==> config.mk <==
export PLATFORM = sky130hd
export DESIGN_NAME = bcd_mod_cnt
export DESIGN_NICKNAME = d
export VERILOG_FILES = /design/src/rtl/bcd_cnt_pkg.sv /design/src/rtl/bcd_digit.sv /design/src/rtl/bcd_mod_cnt.sv
export SDC_FILE = /design/constraint.sdc
export NUM_CORES = 1
export LEC_CHECK = 0
export ABC_AREA = 1
export CELL_PAD_IN_SITES_DETAIL_PLACEMENT = 0
export CELL_PAD_IN_SITES_GLOBAL_PLACEMENT = 1
export CORE_ASPECT_RATIO = 0.75
export CORE_MARGIN = 1
export CORE_UTILIZATION = 39
export CTS_CLUSTER_DIAMETER = 150
export DETAILED_ROUTE_END_ITERATION = 10
export GPL_TIMING_DRIVEN = 0
export MAX_ROUTING_LAYER = met4
export PLACE_DENSITY_LB_ADDON = 0.05
export SLEW_MARGIN = 0
export SYNTH_ARGS = -nofsm -noshare
export SYNTH_HDL_FRONTEND = slang
export SYNTH_SLANG_ARGS = --single-unit
==> constraint.sdc <==
create_clock -name CLK -period 3.65 [get_ports CLK]
set_clock_uncertainty 0.15 [all_clocks]
set_input_delay 0.365 -clock CLK [delete_from_list [all_inputs] [get_ports CLK]]
set_output_delay 0.365 -clock CLK [all_outputs]
set_load 0.03 [all_outputs]
==> src/rtl/bcd_cnt_pkg.sv <==
// Shared types, constants and helpers for the two-digit BCD modulo counter.
package bcd_cnt_pkg;

    typedef logic [3:0] bcd_digit_t;

    localparam bcd_digit_t BCD_MAX = 4'd9;
    localparam bcd_digit_t BCD_MIN = 4'd0;

    // Decimal value of a two-digit BCD number. Computed in 8 bits so that
    // non-BCD digits cannot wrap into a plausible value before truncation.
    function automatic logic [6:0] bcd2val(input bcd_digit_t tens, input bcd_digit_t units);
        logic [7:0] v;
        v = {4'd0, tens} * 8'd10 + {4'd0, units};
        return v[6:0];
    endfunction

    // Inclusive range check of a decimal value.
    function automatic logic val_ok(input logic [6:0] v, input logic [6:0] lo,
                                    input logic [6:0] hi);
        return (v >= lo) && (v <= hi);
    endfunction

endpackage

==> src/rtl/bcd_digit.sv <==
// Single BCD decade register with set/clear/inc/dec controls and wrap flags.
module bcd_digit
    import bcd_cnt_pkg::*;
#(
    parameter bcd_digit_t RstVal = BCD_MIN
) (
    input  logic       clk_i,
    input  logic       rst_i,
    input  logic       set_i,
    input  bcd_digit_t set_val_i,
    input  logic       clr_i,
    input  logic       inc_i,
    input  logic       dec_i,
    output bcd_digit_t digit_o,
    output logic       wrap9_o,
    output logic       wrap0_o
);

    bcd_digit_t digit_q, digit_d;

    // Next digit: set > clear > increment > decrement; wraps stay inside the decade.
    always_comb begin
        digit_d = digit_q;
        if (set_i) begin
            digit_d = set_val_i;
        end else if (clr_i) begin
            digit_d = BCD_MIN;
        end else if (inc_i) begin
            digit_d = (digit_q >= BCD_MAX) ? BCD_MIN : digit_q + 4'd1;
        end else if (dec_i) begin
            digit_d = (digit_q == BCD_MIN || digit_q > BCD_MAX) ? BCD_MAX : digit_q - 4'd1;
        end
    end

    // Digit register with synchronous reset.
    always_ff @(posedge clk_i) begin
        if (rst_i) begin
            digit_q <= RstVal;
        end else begin
            digit_q <= digit_d;
        end
    end

    assign digit_o = digit_q;
    assign wrap9_o = (digit_q == BCD_MAX);
    assign wrap0_o = (digit_q == BCD_MIN);

endmodule

==> src/rtl/bcd_mod_cnt.sv <==
// Two-digit BCD modulo counter MIN_VAL..MAX_VAL with up/down, range-checked
// load and combinational carry/borrow. Defining BCD_MOD_CNT_ADJ_EN adds the
// adj time-set input (step up without carry).
module bcd_mod_cnt
    import bcd_cnt_pkg::*;
#(
    parameter int unsigned MAX_VAL = 59,
    parameter int unsigned MIN_VAL = 0,
    parameter int unsigned RST_VAL = MIN_VAL
) (
    input  logic       CLK,
    input  logic       RST,
    input  logic       cnten,
    input  logic       updn,
    input  logic       load,
`ifdef BCD_MOD_CNT_ADJ_EN
    input  logic       adj,
`endif
    input  logic [3:0] ldup,
    input  logic [3:0] ldlow,
    output logic       ca,
    output logic       ld_err,
    output logic [3:0] digitup,
    output logic [3:0] digitlow
);

    localparam logic [6:0] MinV = 7'(MIN_VAL);
    localparam logic [6:0] MaxV = 7'(MAX_VAL);
    localparam bcd_digit_t MinTens = bcd_digit_t'(MIN_VAL / 10);
    localparam bcd_digit_t MinUnits = bcd_digit_t'(MIN_VAL % 10);
    localparam bcd_digit_t MaxTens = bcd_digit_t'(MAX_VAL / 10);
    localparam bcd_digit_t MaxUnits = bcd_digit_t'(MAX_VAL % 10);
    localparam bcd_digit_t RstTens = bcd_digit_t'(RST_VAL / 10);
    localparam bcd_digit_t RstUnits = bcd_digit_t'(RST_VAL % 10);

    logic adj_w;
`ifdef BCD_MOD_CNT_ADJ_EN
    assign adj_w = adj;
`else
    assign adj_w = 1'b0;
`endif

    bcd_digit_t tens, units;
    logic       u_wrap9, u_wrap0, t_wrap9, t_wrap0;
    logic [6:0] val, ld_val;
    logic       legal, ld_ok, step, step_up;
    logic       wr, u_inc, u_dec, t_inc, t_dec, ld_err_d, ld_err_q;
    bcd_digit_t tgt_tens, tgt_units;

    // Tens-digit wrap flags carry no information the range compare lacks.
    logic unused_tens_flags;
    assign unused_tens_flags = t_wrap9 ^ t_wrap0;

    assign val     = bcd2val(tens, units);
    assign legal   = (tens <= BCD_MAX) && (units <= BCD_MAX) && val_ok(val, MinV, MaxV);
    assign ld_val  = bcd2val(ldup, ldlow);
    assign ld_ok   = (ldup <= BCD_MAX) && (ldlow <= BCD_MAX) && val_ok(ld_val, MinV, MaxV);
    // adj steps upward regardless of updn and outranks cnten.
    assign step    = ~load & (adj_w | cnten);
    assign step_up = adj_w | updn;

    // Per-edge decision: load, then range wrap / illegal recovery, then digit ripple.
    always_comb begin
        wr        = 1'b0;
        tgt_tens  = tens;
        tgt_units = units;
        u_inc     = 1'b0;
        u_dec     = 1'b0;
        t_inc     = 1'b0;
        t_dec     = 1'b0;
        ld_err_d  = 1'b0;
        if (load) begin
            if (ld_ok) begin
                wr        = 1'b1;
                tgt_tens  = ldup;
                tgt_units = ldlow;
            end else begin
                ld_err_d = 1'b1;
            end
        end else if (step) begin
            if (!legal || (step_up && val == MaxV)) begin
                wr        = 1'b1;
                tgt_tens  = MinTens;
                tgt_units = MinUnits;
            end else if (!step_up && val == MinV) begin
                wr        = 1'b1;
                tgt_tens  = MaxTens;
                tgt_units = MaxUnits;
            end else if (step_up) begin
                u_inc = 1'b1;
                t_inc = u_wrap9;
            end else begin
                u_dec = 1'b1;
                t_dec = u_wrap0;
            end
        end
    end

    bcd_digit #(
        .RstVal (RstUnits)
    ) u_units (
        .clk_i     (CLK),
        .rst_i     (RST),
        .set_i     (wr && tgt_units != BCD_MIN),
        .set_val_i (tgt_units),
        .clr_i     (wr && tgt_units == BCD_MIN),
        .inc_i     (u_inc),
        .dec_i     (u_dec),
        .digit_o   (units),
        .wrap9_o   (u_wrap9),
        .wrap0_o   (u_wrap0)
    );

    bcd_digit #(
        .RstVal (RstTens)
    ) u_tens (
        .clk_i     (CLK),
        .rst_i     (RST),
        .set_i     (wr && tgt_tens != BCD_MIN),
        .set_val_i (tgt_tens),
        .clr_i     (wr && tgt_tens == BCD_MIN),
        .inc_i     (t_inc),
        .dec_i     (t_dec),
        .digit_o   (tens),
        .wrap9_o   (t_wrap9),
        .wrap0_o   (t_wrap0)
    );

    // Load-reject pulse: high only for the cycle after a rejected load.
    always_ff @(posedge CLK) begin
        if (RST) begin
            ld_err_q <= 1'b0;
        end else begin
            ld_err_q <= ld_err_d;
        end
    end

    assign ca = cnten & ~load & ~adj_w & ((updn & (val == MaxV)) | (~updn & (val == MinV)));
    assign ld_err   = ld_err_q;
    assign digitup  = tens;
    assign digitlow = units;

endmodule

==> flow_results.org, run 1 <==
** Power
- Post-route total power :: 1.49 mW
- Power Dens Cells :: 749 mW/mm^2
- Combinational cells account for 76.4% of the total power.
- Internal power comes to 650 uW.
- Net switching fraction of the power :: 56.5%
- The analysis attributes to cell leakage a power of 0.973 nW.
- Of the total power, the clock network draws 7.9%.
- Net Switching :: 844 uW
- The share of total power dissipated in sequential elements is 15.8%.
- Maximum vdd ir drop :: 0.305 mV

** Placement
- In this run the tool buffered the top-level ports with 22 buffer cells.
- In this run the cell area measured after placement is 0.00195 sq mm.
- Final estimated routing congestion in global placement :: 0.779
- The HPWL after detailed placement is 3.56 mm.
- Before CTS, the worst setup slack after placement is 19.2 ps.

** Synth
- Summing every instance area after synthesis gives 0.00167 sq mm.
- Sequential cells were found to cover 10.8% of the synthesized design area.
- Syn_nets :: 296
- Fraction of post-synthesis cell area in the top cell type by area :: 14.3%
- ha_1 takes more of the synthesized area than any other cell.
- After technology mapping, the gate count stands at 260.
- Ranked by total cell area, the synthesized netlist is headed by ha_1 (14%), nand2_1 (14%), dfxtp_1 (11%).
- Number of enable flip-flop cells after synthesis :: 0
- After synthesis, the share of flip-flops with an asynchronous set or reset is 0%.
- Among all flip-flop cells after synthesis, the most frequent one is dfxtp_1.
- Counting distinct cell types in the post-synthesis netlist gives 32.
- Syn Area/Cell :: 6.41 sq um
- Number of storage elements in the synthesis netlist :: 9
- Synth warnings :: 0

** Timing
- Worst Hold Margin :: 489 ps
- Worst-case setup margin in the final layout :: 282 ps
- Setup TNS Final :: 0 ps
- Final worst path period need :: 3370 ps
- The count of final max-slew check failures came to 0.
- Setup repair after global routing left no endpoint under its margin.
- Final clock period utilization by the worst path :: 92.3%
- The number of failing hold endpoints at the final stage is 0.
- Actual transition at the worst max-transition pin :: 477 ps
- Achievable clock frequency :: 297 MHz
- Number of setup violations in the final report :: 0
- Headroom to the max-slew limit came out at 68.2%.

** Routing
- Detailed-route via count :: 1,677
- Iteration-0 DRC Markers :: 94
- In the final routed layout, each cell accounts on average for 12.3 um.
- Count of unresolved DRC violations after routing :: 0
- Average vias per placed instance :: 4.92
- The first TritonRoute pass finished after 4 iterations.
- The count of nets left with antenna violations once routing finished came out at 0.
- Post-Route WL :: 4.19 mm

** Setup path
- Data arrives at the worst endpoint at 2850 ps.
- Critical-path maximum fanout :: 7
- The setup check on the worst reg-to-reg path leaves a slack of 440 ps.
- Endpoint required time on the critical path :: 3130 ps
- Crit Path Category :: reg -> out
- The worst setup path is launched from a flop.
- Sort of element at the end of the critical path :: output pin

** GRT
- The via count of the first global-routing pass came to 1,449.
- Global routing consumed, on the met3 layer, 2.33% of the routing resources.
- Overall routing resource usage :: 20.1%
- Largest net degree at the start of global routing :: 11
- For met1 alone, demand over resource in global routing was 30.2%.
- GR Util met2 :: 28.7%
- GRT busiest layer :: met1
- GR Overflow Total :: 0
- Initial antenna violation count :: 0
- The first global-routing pass estimated 6.90 mm of wire.

** Hold path
- Classification of the worst-slack hold path :: reg -> reg

** Clock network
- Root Buffer :: clkbuf_8
- # H-tree levels :: 1
- Number of buffers added by the clock tree synthesis step :: 3
- TritonCTS built the clock tree.
- Clk pin slew, worst setup/hold paths :: 50 ps
- Buffers added to address setup during post-CTS repair amount to 0.
- Clk_lat worst skew :: 230 ps
- After clock tree synthesis, the flow added hold-fix buffers numbering 0.
- The clock passes through at most 2 buffers.
- The clock net in this run drives a total of 9 sinks.

** Final layout
- Number of fill cells in the layout :: 446
- After the last flow step, the layout net total stands at 323.
- Final Instance Area :: 0.00200 sq mm
- Antenna diodes :: 0
- Relative to the synthesized area, the layout overhead comes to 19.8%.
- Share of cells above drive strength 1 :: 12.6%

** Floorplanning
- Number of placed I/O pins :: 23
- The die is 77.5 um wide.
- Core box area :: 0.00408 sq mm
- Initial core utilization :: 40.8%
- # rows :: 20
- The die is 58.6 um tall.
- The die covers 0.00454 sq mm.

** Run
- Across the run, the number of max-cap violations was 0.

** Status
- Run status :: complete, no violations
## critical path: stages (launching register included)
cell and delay, ps:
dfxtp_1 470, ha_1 290, ha_1 190, inv_1 60, fa_1 460, nor2_2 140
nand3_1 110, nand2_1 100, nand2_1 70, nand2_2 100, inv_2 40, nor2_2 160
nand2_1 70, a21oi_1 130, clkbuf_2 220
## placed cells by master (no fill, tap or decap), types with 2 or more instances in the layout
| cell type | n |
|---|---|
| nor2_4 | 4 |
| nor2_1 | 16 |
| nand3_2 | 3 |
| nand4_1 | 4 |
| nand2_4 | 3 |
| nand3_1 | 32 |
| ha_1 | 19 |
| o21ai_0 | 8 |
| xor2_1 | 6 |
| a21oi_1 | 14 |
| inv_2 | 5 |
| nand2_2 | 5 |
| xnor2_1 | 3 |
| dfxtp_1 | 8 |
| clkdlybuf4s50_1 | 21 |
| o21ai_1 | 7 |
| clkbuf_8 | 3 |
| nor3_1 | 2 |
| inv_1 | 34 |
| nand2_1 | 63 |
| fa_1 | 4 |
| nor2_2 | 7 |
## what timing repair did
item / 4_1_cts / 5_1_grt
endpoints found under the hold margin: 0 / 0
setup endpoints to repair: 1 / 1
gates resized for setup: 1 / 3
## path summary, 6_finish.rpt
check / start / endpoint / cells after the start
hold reg to reg: u_tens.digit_o[0] / u_tens.digit_o[0] / 2
hold / removal: u_tens.digit_o[0] / u_tens.digit_o[0] / 2
setup / recovery: u_tens.digit_o[3] / ca / 14
setup reg to reg: u_tens.digit_o[3] / u_tens.digit_o[1] / 18
## stage by stage
stage	cells	utilization, %
after floorplan	260	-
after global placement	337	47.9
after detailed placement	337	47.9
after CTS	341	49.0
after global routing	341	48.9
final	341	48.9
## per-layer routing
metal	up-vias	wire length [um]	part of all wire [%]
met2	25	1670	40
met1	743	2390	57
met4	0	18	0.43
met5	-	0	0
met3	4	115	2.7
li1	905	-	-
## state kept, by name (all words and copies together), names as in the netlist
name / cells
u_units.digit_o: 4
u_tens.digit_o: 4
ld_err: 1
## final cells by class
cell class / instances / area [sq um] / area share (%)
Timing Repair Buffer: 22 / 215 / 10.8
Tap cell: 55 / 68.8 / 3.45
Sequential cell: 9 / 181 / 9.09
Multi-Input combinational cell: 211 / 1330 / 66.6
Clock buffer: 4 / 45.0 / 2.26
Inverter: 40 / 155 / 7.77
## cell usage after synthesis, types with 5 or more instances
cell type / number
xor2_1: 6
nand2_2: 5
inv_1: 34
nor2_1: 16
nor2_2: 7
a21oi_1: 14
o21ai_0: 8
o21ai_1: 7
dfxtp_1: 9
ha_1: 19
inv_2: 5
nand2_1: 63
nand3_1: 32
## cell families after synthesis
kind of cell	after synthesis	share of synthesized area (%)
buffers and inverters	40	9.32
DFF	9	10.8
xor gates and xnor gates	9	4.73
AOI/OAI and AO/OA	35	11.9
and+or+nand+nor	144	44.1
adders and majority gates	23	19.1
## power groups by stage
stage,Sequential (mW),Clock (mW),Combinational [mW]
floorplan,0.280,0,0.813
global placement,0.239,0,1.14
detailed placement,0.239,0,1.14
CTS,0.237,0.121,1.15
global route,0.248,0.131,1.27
finish,0.236,0.117,1.14
Note: power is estimated with default switching activity, not from simulation.
==> run 2, diff against run 1 <==
- CAP_MARGIN: default -> 20
==> results of run 2 <==
Final layout, timing and power as in run 1 (identical DEF).
